<file path="config.mk">
export PLATFORM = sky130hd
export DESIGN_NAME = tic_tac_toe_nxn
export DESIGN_NICKNAME = d
export VERILOG_FILES = /design/src/rtl/tic_tac_toe_nxn.sv
export SDC_FILE = /design/constraint.sdc
export NUM_CORES = 1
export LEC_CHECK = 0
export CELL_PAD_IN_SITES_DETAIL_PLACEMENT = 1
export CELL_PAD_IN_SITES_GLOBAL_PLACEMENT = 1
export CORE_AREA = 2 2 83 85
export CTS_CLUSTER_SIZE = 14
export DETAILED_ROUTE_END_ITERATION = 12
export DIE_AREA = 0 0 85 87
export PLACE_DENSITY = 0.79
export RECOVER_POWER = 25
export SYNTH_ARGS = -nofsm -noshare
export SYNTH_HDL_FRONTEND = slang
export SYNTH_SLANG_ARGS = --single-unit
</file>
<file path="constraint.sdc">
create_clock -name Clk -period 3.6 [get_ports Clk]
set_input_delay 0.9 -clock Clk [delete_from_list [all_inputs] [get_ports Clk]]
set_output_delay 0.9 -clock Clk [all_outputs]
set_load 0.01 [all_outputs]
</file>
<file path="src/rtl/tic_tac_toe_nxn.sv">
// N x N, K-in-a-row game engine: cursor navigation, move placement, win/draw check, scores.
// Define TTT_CURSOR_WRAP_EN to make cursor moves wrap within a row or column.
module tic_tac_toe_nxn #(
  parameter int unsigned N  = 3,
  parameter int unsigned K  = 3,
  parameter int unsigned CW = $clog2(N * N)
) (
  input  logic                         Clk,
  input  logic                         reset,
  input  logic                         restart,
  input  logic                         BtnL,
  input  logic                         BtnR,
  input  logic                         BtnU,
  input  logic                         BtnD,
  input  logic                         BtnC,
  output logic [CW-1:0]                I,
  output logic [N*N-1:0]               P1,
  output logic [N*N-1:0]               P2,
  output logic                         Player,
  output logic                         PlayerMoved,
  output logic                         P1Won,
  output logic                         P2Won,
  output logic                         Draw,
  output logic [$clog2(N*N+1)-1:0]     MoveCount,
  output logic [3:0]                   P1Score,
  output logic [3:0]                   P2Score
);

  localparam int unsigned NN  = N * N;
  localparam int unsigned MCW = $clog2(NN + 1);
  localparam int unsigned RW  = $clog2(N);

  typedef enum logic [1:0] {StPlay, StCheck, StDone} state_e;

  state_e          state_q, state_d;
  logic [4:0]      btn_prev_q;
  logic [4:0]      btn, press;
  logic [RW-1:0]   row_q, row_d, col_q, col_d;
  logic [CW-1:0]   cur_q, cur_d;
  logic [NN-1:0]   p1_q, p1_d, p2_q, p2_d;
  logic            player_q, player_d;
  logic            moved_q, moved_d;
  logic            p1won_q, p1won_d, p2won_q, p2won_d, draw_q, draw_d;
  logic [MCW-1:0]  mc_q, mc_d;
  logic [3:0]      s1_q, s1_d, s2_q, s2_d;
  logic [NN-1:0]   occ;
  logic            win;

  // Zero padding lets every run start be indexed without range guards.
  function automatic logic has_run(input logic [NN-1:0] b);
    logic [3*NN-1:0] bx;
    logic            found, okr, okc, hr, hc, hd, ha;
    bx = '0;
    bx[NN-1:0] = b;
    found = 1'b0;
    for (int r = 0; r < int'(N); r++) begin
      for (int c = 0; c < int'(N); c++) begin
        okr = (c + int'(K) <= int'(N));
        okc = (r + int'(K) <= int'(N));
        hr  = okr;
        hc  = okc;
        hd  = okr & okc;
        ha  = okr & okc;
        for (int k = 0; k < int'(K); k++) begin
          hr = hr & bx[r * int'(N) + c + k];
          hc = hc & bx[(r + k) * int'(N) + c];
          hd = hd & bx[(r + k) * int'(N) + c + k];
          ha = ha & bx[(r + k) * int'(N) + c + int'(K) - 1 - k];
        end
        found = found | hr | hc | hd | ha;
      end
    end
    return found;
  endfunction

  assign btn   = {BtnC, BtnU, BtnD, BtnL, BtnR};
  assign press = btn & ~btn_prev_q;
  assign occ   = p1_q | p2_q;
  assign win   = has_run(player_q ? p2_q : p1_q);

  always_comb begin
    state_d  = state_q;
    row_d    = row_q;
    col_d    = col_q;
    p1_d     = p1_q;
    p2_d     = p2_q;
    player_d = player_q;
    moved_d  = 1'b0;
    p1won_d  = p1won_q;
    p2won_d  = p2won_q;
    draw_d   = draw_q;
    mc_d     = mc_q;
    s1_d     = s1_q;
    s2_d     = s2_q;
    if (restart) begin
      state_d  = StPlay;
      row_d    = RW'(N - 1);
      col_d    = RW'(N - 1);
      p1_d     = '0;
      p2_d     = '0;
      player_d = 1'b0;
      p1won_d  = 1'b0;
      p2won_d  = 1'b0;
      draw_d   = 1'b0;
      mc_d     = '0;
    end else begin
      unique case (state_q)
        StPlay: begin
          // A C edge consumes the cycle even on an occupied cell.
          if (press[4]) begin
            if (!occ[cur_q]) begin
              if (player_q) p2_d[cur_q] = 1'b1;
              else          p1_d[cur_q] = 1'b1;
              moved_d = 1'b1;
              mc_d    = mc_q + 1'b1;
              state_d = StCheck;
            end
          end else if (press[3]) begin
            if (row_q != '0) row_d = row_q - 1'b1;
`ifdef TTT_CURSOR_WRAP_EN
            else             row_d = RW'(N - 1);
`endif
          end else if (press[2]) begin
            if (row_q != RW'(N - 1)) row_d = row_q + 1'b1;
`ifdef TTT_CURSOR_WRAP_EN
            else                     row_d = '0;
`endif
          end else if (press[1]) begin
            if (col_q != '0) col_d = col_q - 1'b1;
`ifdef TTT_CURSOR_WRAP_EN
            else             col_d = RW'(N - 1);
`endif
          end else if (press[0]) begin
            if (col_q != RW'(N - 1)) col_d = col_q + 1'b1;
`ifdef TTT_CURSOR_WRAP_EN
            else                     col_d = '0;
`endif
          end
        end
        StCheck: begin
          if (win) begin
            state_d = StDone;
            if (player_q) begin
              p2won_d = 1'b1;
              if (s2_q != 4'hF) s2_d = s2_q + 4'd1;
            end else begin
              p1won_d = 1'b1;
              if (s1_q != 4'hF) s1_d = s1_q + 4'd1;
            end
          end else if (mc_q == MCW'(NN)) begin
            draw_d  = 1'b1;
            state_d = StDone;
          end else begin
            player_d = ~player_q;
            state_d  = StPlay;
          end
        end
        StDone:  ;
        default: state_d = StPlay;
      endcase
    end
    cur_d = CW'(int'(row_d) * int'(N) + int'(col_d));
  end

  always_ff @(posedge Clk) begin
    btn_prev_q <= btn;
    if (reset) begin
      state_q  <= StPlay;
      row_q    <= RW'(N - 1);
      col_q    <= RW'(N - 1);
      cur_q    <= CW'(NN - 1);
      p1_q     <= '0;
      p2_q     <= '0;
      player_q <= 1'b0;
      moved_q  <= 1'b0;
      p1won_q  <= 1'b0;
      p2won_q  <= 1'b0;
      draw_q   <= 1'b0;
      mc_q     <= '0;
      s1_q     <= '0;
      s2_q     <= '0;
    end else begin
      state_q  <= state_d;
      row_q    <= row_d;
      col_q    <= col_d;
      cur_q    <= cur_d;
      p1_q     <= p1_d;
      p2_q     <= p2_d;
      player_q <= player_d;
      moved_q  <= moved_d;
      p1won_q  <= p1won_d;
      p2won_q  <= p2won_d;
      draw_q   <= draw_d;
      mc_q     <= mc_d;
      s1_q     <= s1_d;
      s2_q     <= s2_d;
    end
  end

  assign I           = cur_q;
  assign P1          = p1_q;
  assign P2          = p2_q;
  assign Player      = player_q;
  assign PlayerMoved = moved_q;
  assign P1Won       = p1won_q;
  assign P2Won       = p2won_q;
  assign Draw        = draw_q;
  assign MoveCount   = mc_q;
  assign P1Score     = s1_q;
  assign P2Score     = s2_q;

endmodule

</file>
==> results.sh <==
export IMPL_outcome="finished clean"
export IMPL_synth_flop_cell="dfxtp_1"
export IMPL_layout_drive_gt1_share=0.06774
export IMPL_cap_viol_max_count=0
export IMPL_sequential_cell_area_sq_um=1001
export IMPL_synth_cell_area_sq_um=2461
export IMPL_start_util=0.3747
export IMPL_max_slew_margin_rel=0.3174
export IMPL_powerDensity_nw_per_um2=349.4
export IMPL_peakVddDrop_uv=169.7
export IMPL_n_antenna_cell=0
export IMPL_fp_dieW_um=85
export IMPL_average_vias_per_placed_instance=5.687
export IMPL_finalCriticalPeriod_ps=3357
export IMPL_synthesis_nets=282
export IMPL_drt_pass1_iter_count=4
export IMPL_cts_repair_timing_setup_buffer_count=0
export IMPL_max_freq_mhz=297.9
export IMPL_synth_enable_flop_cells=0
export IMPL_i_o_pin_count=47
export IMPL_antenna_found_initial=0
export IMPL_timing_critical_path_required_ps=3860
export IMPL_fp_coreArea_sq_um=6569
export IMPL_via_count=2218
export IMPL_drt_antenna_violating_nets=0
export IMPL_post_route_drc_count=0
export IMPL_ys_warn_count=0
export IMPL_worst_pin_slew_ps=1024
export IMPL_post_cts_resize_count=0
export IMPL_syn_instance_count=260
export IMPL_clk_pin_slew_ps=90
export IMPL_globalRouteOverflowTotal=0
export IMPL_comb_power_share=0.107
export IMPL_grt_start_max_net_pins=29
export IMPL_finalWeightedCongestion=0.8269
export IMPL_power_report_internal_total_uw=811.1
export IMPL_final_setup_worst_slack_ps=243.2
export IMPL_grt_setup_unrepaired="no"
export IMPL_clockPowerShare=0.360
export IMPL_grt_first_pass_wirelength_um=11250
export IMPL_mostFrequentLayoutCells="50 x dfxtp_1, 32 x clkdlybuf4s50_1, 26 x nor2_1"
export IMPL_clock_insertion_delay_worst_skew_ps=310
export IMPL_routed_wl_um=6669
export IMPL_syn2layout_area_growth_pct=26.64
export IMPL_clock_skew_ps=5.408
export IMPL_net_switching_power_uw=277.8
export IMPL_setup_reg_to_reg_worst_slack_ps=930
export IMPL_numPlacedInstances=382
export IMPL_worst_setup_path_end_kind="flip-flop"
export IMPL_layout_commonest_cell="dfxtp_1"
export IMPL_numClockSinks=50
export IMPL_cts_root_buf="clkbuf_8"
export IMPL_area_occupied_by_multi_input_gates_sq_um=1329
export IMPL_die_y_um=87
export IMPL_place_detailed_hpwl_um=4779
export IMPL_wire_per_inst_um=17.10
export IMPL_crit_arrival_ps=3610
export IMPL_finalNonFillerCells=390
export IMPL_worst_path_maximum_fanout=3
export IMPL_critical_path_max_stage_delay_ps=540
export IMPL_postSynthRegisterBits=50
export IMPL_detailedPlace_worstSlack_ps=-105.6
export IMPL_design_final_nets=331
export IMPL_sequential_fraction_of_design_power=0.533
export IMPL_seq_total_area_yosys=0.4067
export IMPL_setup_viol=0
export IMPL_die_area_sq_um=7395
export IMPL_track_usage=0.1927
export IMPL_first_global_vias=2300
export IMPL_share_of_async_settable_or_async_resettable_flops_after_synthesis=0
export IMPL_cts_hold_buf=0
export IMPL_crit_type="in2reg"
export IMPL_hold_viol_final=0
export IMPL_worst_hold_slack_ps=470.8
export IMPL_avgSynthCellArea_sq_um=9.466
export IMPL_totalPowerFinal_mw=1.089
export IMPL_worst_setup_path_start_kind="input port"
export IMPL_holdCritPathClass="reg2reg"
export IMPL_io_buffers=46
export IMPL_total_leakage_power_nw=1.147
export IMPL_tritoncts="built"
export IMPL_slew_violations=0
export IMPL_fill_cells=766
export IMPL_row_count=30
export IMPL_final_min_period_over_clock_period=0.9325
export IMPL_drtIter0Drc=137
export IMPL_path_cells="dlygate4sd3_1, nand2b_1, a2111oi_2, buf_4, nor2_1, a211oi_1, buf_4, fa_1, ha_1, inv_1, fa_1, nor2_1"
export IMPL_tritoncts_num_buffers=5
export IMPL_htree_levels=2
export IMPL_synthDistinctLibCells=47
export IMPL_cts_max_path_buffers=2
export IMPL_power_share_switching=0.2551
export IMPL_cp_slowest_cell="dlygate4sd3_1"
==> critical path: cells and delay by family <==
kind / cells / cell delay, ps
compound gates: 2 / 520
fa+ha+maj: 3 / 1000
buf+inv: 4 / 950
simple gates: 3 / 230
==> state kept, by name, summed over array words and instances (netlist names) <==
signal       cells
col_q            2
P2Won            1
P1Won            1
state_q          2
Draw             1
P2Score          4
P1               9
P1Score          4
MoveCount        4
btn_prev_q       5
row_q            2
PlayerMoved      1
Player           1
I                4
P2               9
==> per-layer routing <==
| metal | vias up | global-route usage | wire length [um] |
|---|---|---|---|
| met5 | - | 0 | 0 |
| met3 | 7 | 0.03223 | 272 |
| met2 | 52 | 0.3381 | 3348 |
| met1 | 1104 | 0.2413 | 2955 |
| met4 | 0 | 0.06205 | 92 |
| li1 | 1055 | - | - |
==> power by group through the flow <==
stage | Sequential [mW] | Combinational (mW) | Clock, mW
detailed placement | 0.592 | 0.118 | 0
finish | 0.580 | 0.117 | 0.392
floorplan | 0.586 | 0.0790 | 0
CTS | 0.579 | 0.120 | 0.404
global placement | 0.592 | 0.113 | 0
global route | 0.582 | 0.130 | 0.423
==> synth_stat cells, types with 2 or more instances <==
cell	number	share of area
or4_1	2	0.0061
o21ai_1	3	0.0061
inv_1	14	0.021
nand3_1	6	0.012
o31ai_1	3	0.0092
a21oi_1	9	0.018
o22a_1	2	0.0071
fa_1	2	0.016
nand2_1	10	0.015
nand2b_1	15	0.038
and2_1	2	0.0051
nor2_1	26	0.040
nor4b_1	2	0.0071
buf_2	3	0.0061
a311oi_1	2	0.0071
o21a_1	3	0.0092
dfxtp_1	50	0.41
a32o_1	18	0.073
nor2b_1	9	0.023
o22ai_1	2	0.0051
nor3b_1	2	0.0061
o21ai_0	2	0.0041
nor3_1	13	0.026
ha_1	12	0.061
or3_1	4	0.010
mux2i_1	7	0.028
mux2_1	4	0.018
clkbuf_1	6	0.0092
a22oi_1	2	0.0061
a222oi_1	4	0.016
o221ai_1	2	0.0071
buf_6	3	0.014
a2111o_1	2	0.0092
==> layout make-up <==
type                            instances  area share
Multi-Input combinational cell        183      0.4263
Sequential cell                        50      0.3212
Timing Repair Buffer                   54      0.1670
Clock buffer                            8     0.03533
Tap cell                               80     0.03212
Inverter                               15     0.01807
==> worst paths after layout <==
path	start	endpoint	cells past startpoint
worst max register to register	btn_prev_q[2]$_DFF_P_	I[2]$_SDFF_PP0_	11
worst min register to register	P1Won$_SDFFE_PP0P_	P1Won$_SDFFE_PP0P_	1
worst max-delay path	BtnU	I[2]$_SDFF_PP0_	12
worst min-delay path	P1Won$_SDFFE_PP0P_	P1Won$_SDFFE_PP0P_	1
==> cells by family after synthesis <==
kind of cell	count (synthesis)	synth area share
compound gates	60	0.2044
fa+ha+maj	14	0.07727
buf+inv	27	0.05185
flops	50	0.4067
mux	11	0.04677
simple gates	98	0.2130
==> per-stage QoR <==
step           utilization  TNS [ps]  instance area, sq um
2_1_floorplan            -         0                  2461
3_3_place_gp        0.4583    -1.638                  3010
3_5_place_dp        0.4583    -105.6                  3010
4_1_cts             0.4750         0                  3120
5_1_grt             0.4745         0                  3117
6_report            0.4745         0                  3117
Note: power is estimated with default switching activity, not from simulation.
==> variant 1 (same flow settings) <==
Re-encode `state_e` (3 states) as one-hot, 3 bits wide.
--- a/src/rtl/tic_tac_toe_nxn.sv
+++ b/src/rtl/tic_tac_toe_nxn.sv
@@ -32,3 +32,3 @@
 
-  typedef enum logic [1:0] {StPlay, StCheck, StDone} state_e;
+  typedef enum logic [2:0] {StPlay = 3'b001, StCheck = 3'b010, StDone = 3'b100} state_e;
 
Behaviour: same outputs for any inputs over 4 cycles, from zero or initial values and one cycle with reset high; so few cycles prove little.
==> variant 1 against the original RTL <==
- wire length is 2.5% lower
- synthesized area is 3.1% higher
- worst hold slack better by 0.020 ns
- sequential cell count is 1 higher
- total power is 0.89% lower
- non-clock buffer count is 7 lower
- core utilization is 0.17 points higher
- setup slack worse by 0.029 ns
- final area is 0.36% higher
- clock power is 8.2% lower
- clock skew is 0.0082 ns higher
- critical endpoint unchanged
- largest cell class unchanged
==> variant 1: results (changes against the original RTL) <==
stage,metric,value,unit,change
route,DR WL/cell,16.21,µm,-5.2%
route,drt pass-1 iters,5,,+1
placement,area post-placement,0.003033,mm²,+0.75%
placement,Final GP Congestion,0.8562,,+3.5%
placement,Post-DP HPWL,4749,µm,-0.63%
worst_setup_path,CP Launch Point,BtnD,,
grt,number of global-route vias before repair,2253,,-2.0%
worst_setup_path,Critical Path Fanout Max,4,,+1
worst_setup_path,Critical R2R Launch,state_q[0],,
yosys,sequential element share of the synthesized area,0.4026,,-0.004145
grt,pin count of the biggest net entering global routing,26,,-10%
timing,max_slew headroom,0.02511,,-0.2923
yosys,commonest cells in the netlist,"dfxtp_1, nor2_1, inv_1",,
power_and_ir_drop,Lkg Pwr,0.001120,µW,-2.3%
final_layout,fin nets,342,,+3.3%
timing,Final Cycle Share,0.9406,,+0.008151
worst_setup_path,flop2flop setup slack,0.71,ns,-0.22 ns
final_layout,share of layout cells above drive strength 1,0.08100,,+0.01325
yosys,syn_nets,302,,+7.1%
power_and_ir_drop,Peak VDD IR,0.2250,mV,+33%
route,vias per cell,5.618,,-1.2%
timing,WHS,0.4911,ns,+0.02025 ns
yosys,Cell variety after synth,56,,+19%
clock_network,Bufs on Longest Clock Path,2,,unchanged
route,initial drt markers,108,,-21%
run_status,status,"finished, final reports clean",,
clock_network,clock transition at the registers of the reported paths,0.11,ns,+0.02 ns
-- variant 1: worst paths after layout --
kind	cells after the start	end
setup / recovery	11	I[2]
hold / removal	1	P1Won
hold reg to reg	1	P1Won
setup reg to reg	9	I[2]
-- variant 1: stage by stage --
stage                       util  setup TNS, ns  setup WS (ns)  instances
after detailed placement  0.4617       -0.07012       -0.07012        393
after global routing      0.4762              0        0.01365        401
after global placement    0.4617              0         0.1022        393
final                     0.4762              0         0.2138        401
after CTS                 0.4762              0         0.2021        401
after floorplan                -              0         0.6500        280
-- variant 1: cell type report --
cell class	instances	area (µm²)
clock buffer	5	68.82
timing repair buffer	47	467.9
inverter	15	56.30
clock inverter	3	26.28
sequential	51	1021
tap	80	100.1
multi-input combinational	200	1388
fill	751	3441
-- variant 1: critical path, cell delays in order --
cell and delay, ns:
dlygate4sd3_1 0.54, nand2b_1 0.08, nand2_1 0.09, and3_1 0.22, nor2_1 0.07, a211oi_1 0.44, fa_1 0.49, ha_1 0.21
inv_1 0.07, fa_1 0.40, nor2_1 0.12
-- variant 1: layer usage --
| layer | up-vias | part of all wire | GRT usage |
|---|---|---|---|
| li1 | 1097 | - | - |
| met1 | 1087 | 0.44 | 0.2361 |
| met2 | 63 | 0.50 | 0.3310 |
| met3 | 6 | 0.050 | 0.03981 |
| met4 | 0 | 0.015 | 0.06638 |
| met5 | - | 0 | 0 |
-- variant 1: cells by family after synthesis --
family,share of synthesized area
and+or+nand+nor,0.2412
DFF,0.4026
muxes,0.03404
buffers and inverters,0.05032
adders and majority gates,0.07499
AOI/OAI and AO/OA,0.1968
-- variant 1: report_power, final --
part | switching, µW | internal (µW)
Sequential | 18.1 | 576
Combinational | 70.4 | 55.1
Clock | 215 | 145
==> variant 2 (same flow settings) <==
Made on the original files. `N`: 3 -> 2.
--- a/src/rtl/tic_tac_toe_nxn.sv
+++ b/src/rtl/tic_tac_toe_nxn.sv
@@ -3,3 +3,3 @@
 module tic_tac_toe_nxn #(
-  parameter int unsigned N  = 3,
+  parameter int unsigned N  = 2,
   parameter int unsigned K  = 3,
Interface: changed (resized I, MoveCount, P1 and P2); port bits go from 47 to 34. The function was not compared with the original's and may differ.
==> variant 2 against the original RTL <==
- fmax increased by 46%
- global-route usage decreased by 12 points
- wire length decreased by 64%
- final area decreased by 58%
- total power decreased by 57%
- synthesized area decreased by 59%
- setup slack improved by 1.1 ns
- final cell count decreased by 46%
- via count decreased by 65%
- critical endpoint is now I[0]
- count of clock-buffer cells in the layout decreased by 5
- highest routed layer unchanged
- critical path depth decreased by 11
- sequential cell count decreased by 27
- die area unchanged
==> variant 2: results (changes against the original RTL) <==
stage,metric,value,unit,change
route,Metal-1 WL,1079,µm,-63%
final_layout,Layout fillers,755,,-1.4%
placement,port bufs,23,,-50%
route,met3 WL,179,µm,-34%
run_status,status,"finished, final reports clean",,
yosys,Syn Area/Cell,9.280,µm²,-2.0%
route,initial drt markers,49,,-64%
worst_setup_path,Crit path max-delay family,buffers and inverters,,
yosys,Synth Area in Compound Gates,0.1660,,-0.03833
final_layout,share of layout cells above drive strength 1,0.06977,,+0.002026
yosys,Cell variety after synth,28,,-40%
route,vias per cell,3.761,,-34%
final_layout,Multi-input gate area,444.2,µm²,-67%
yosys,commonest cells in the netlist,"dfxtp_1, buf_4, nor2_1",,
placement,placed cells,205,,-46%
power_and_ir_drop,Gate power share,0.091,,-0.016
worst_setup_path,worst r2r path cells,4,,-7
clock_network,worst skew pair latency,0.27,ns,-0.04 ns
clock_network,CTS H-tree lvls,1,,-1
yosys,Synth Register Bits,23,,-54%
power_and_ir_drop,clk pwr,161,µW,-59%
power_and_ir_drop,Lkg Pwr,0.0004866,µW,-58%
grt,total global-route track usage,0.06899,,-0.1237
placement,Post-DP HPWL,1891,µm,-60%
final_layout,sequential cell area share,0.3522,,+0.03100
placement,"worst slack, placed",1.247,ns,+1.353 ns
grt,number of global-route vias before repair,771,,-66%
worst_setup_path,CP Data Arrival Time,1.40,ns,-2.21 ns
placement,Final GP Congestion,0.7624,,-7.8%
==> variant 2: routing by layer <==
metal,track usage,vias to the layer above
li1,-,391
met3,0.02559,5
met2,0.1108,25
met4,0.03463,0
met5,0,-
met1,0.08080,365
==> variant 2: worst paths after layout <==
check             from           end  slack [ns]
setup / recovery  I[0]          I[0]        1.30
hold / removal    Draw          Draw        0.46
setup reg to reg  I[0]  MoveCount[0]        2.05
hold reg to reg   Draw          Draw        0.46
==> variant 2: stage by stage <==
| stage | total power (µW) | hold WS, ns | util |
|---|---|---|---|
| 6_report | 467.3 | 0.4605 | 0.1990 |
| 5_1_grt | 491.7 | 0.5035 | 0.1990 |
| 4_1_cts | 476.2 | 0.4667 | 0.1990 |
| 3_5_place_dp | 313.8 | 0.4460 | 0.1920 |
| 3_3_place_gp | 312.3 | 0.4428 | 0.1920 |
| 2_1_floorplan | 304.3 | 0.4696 | - |
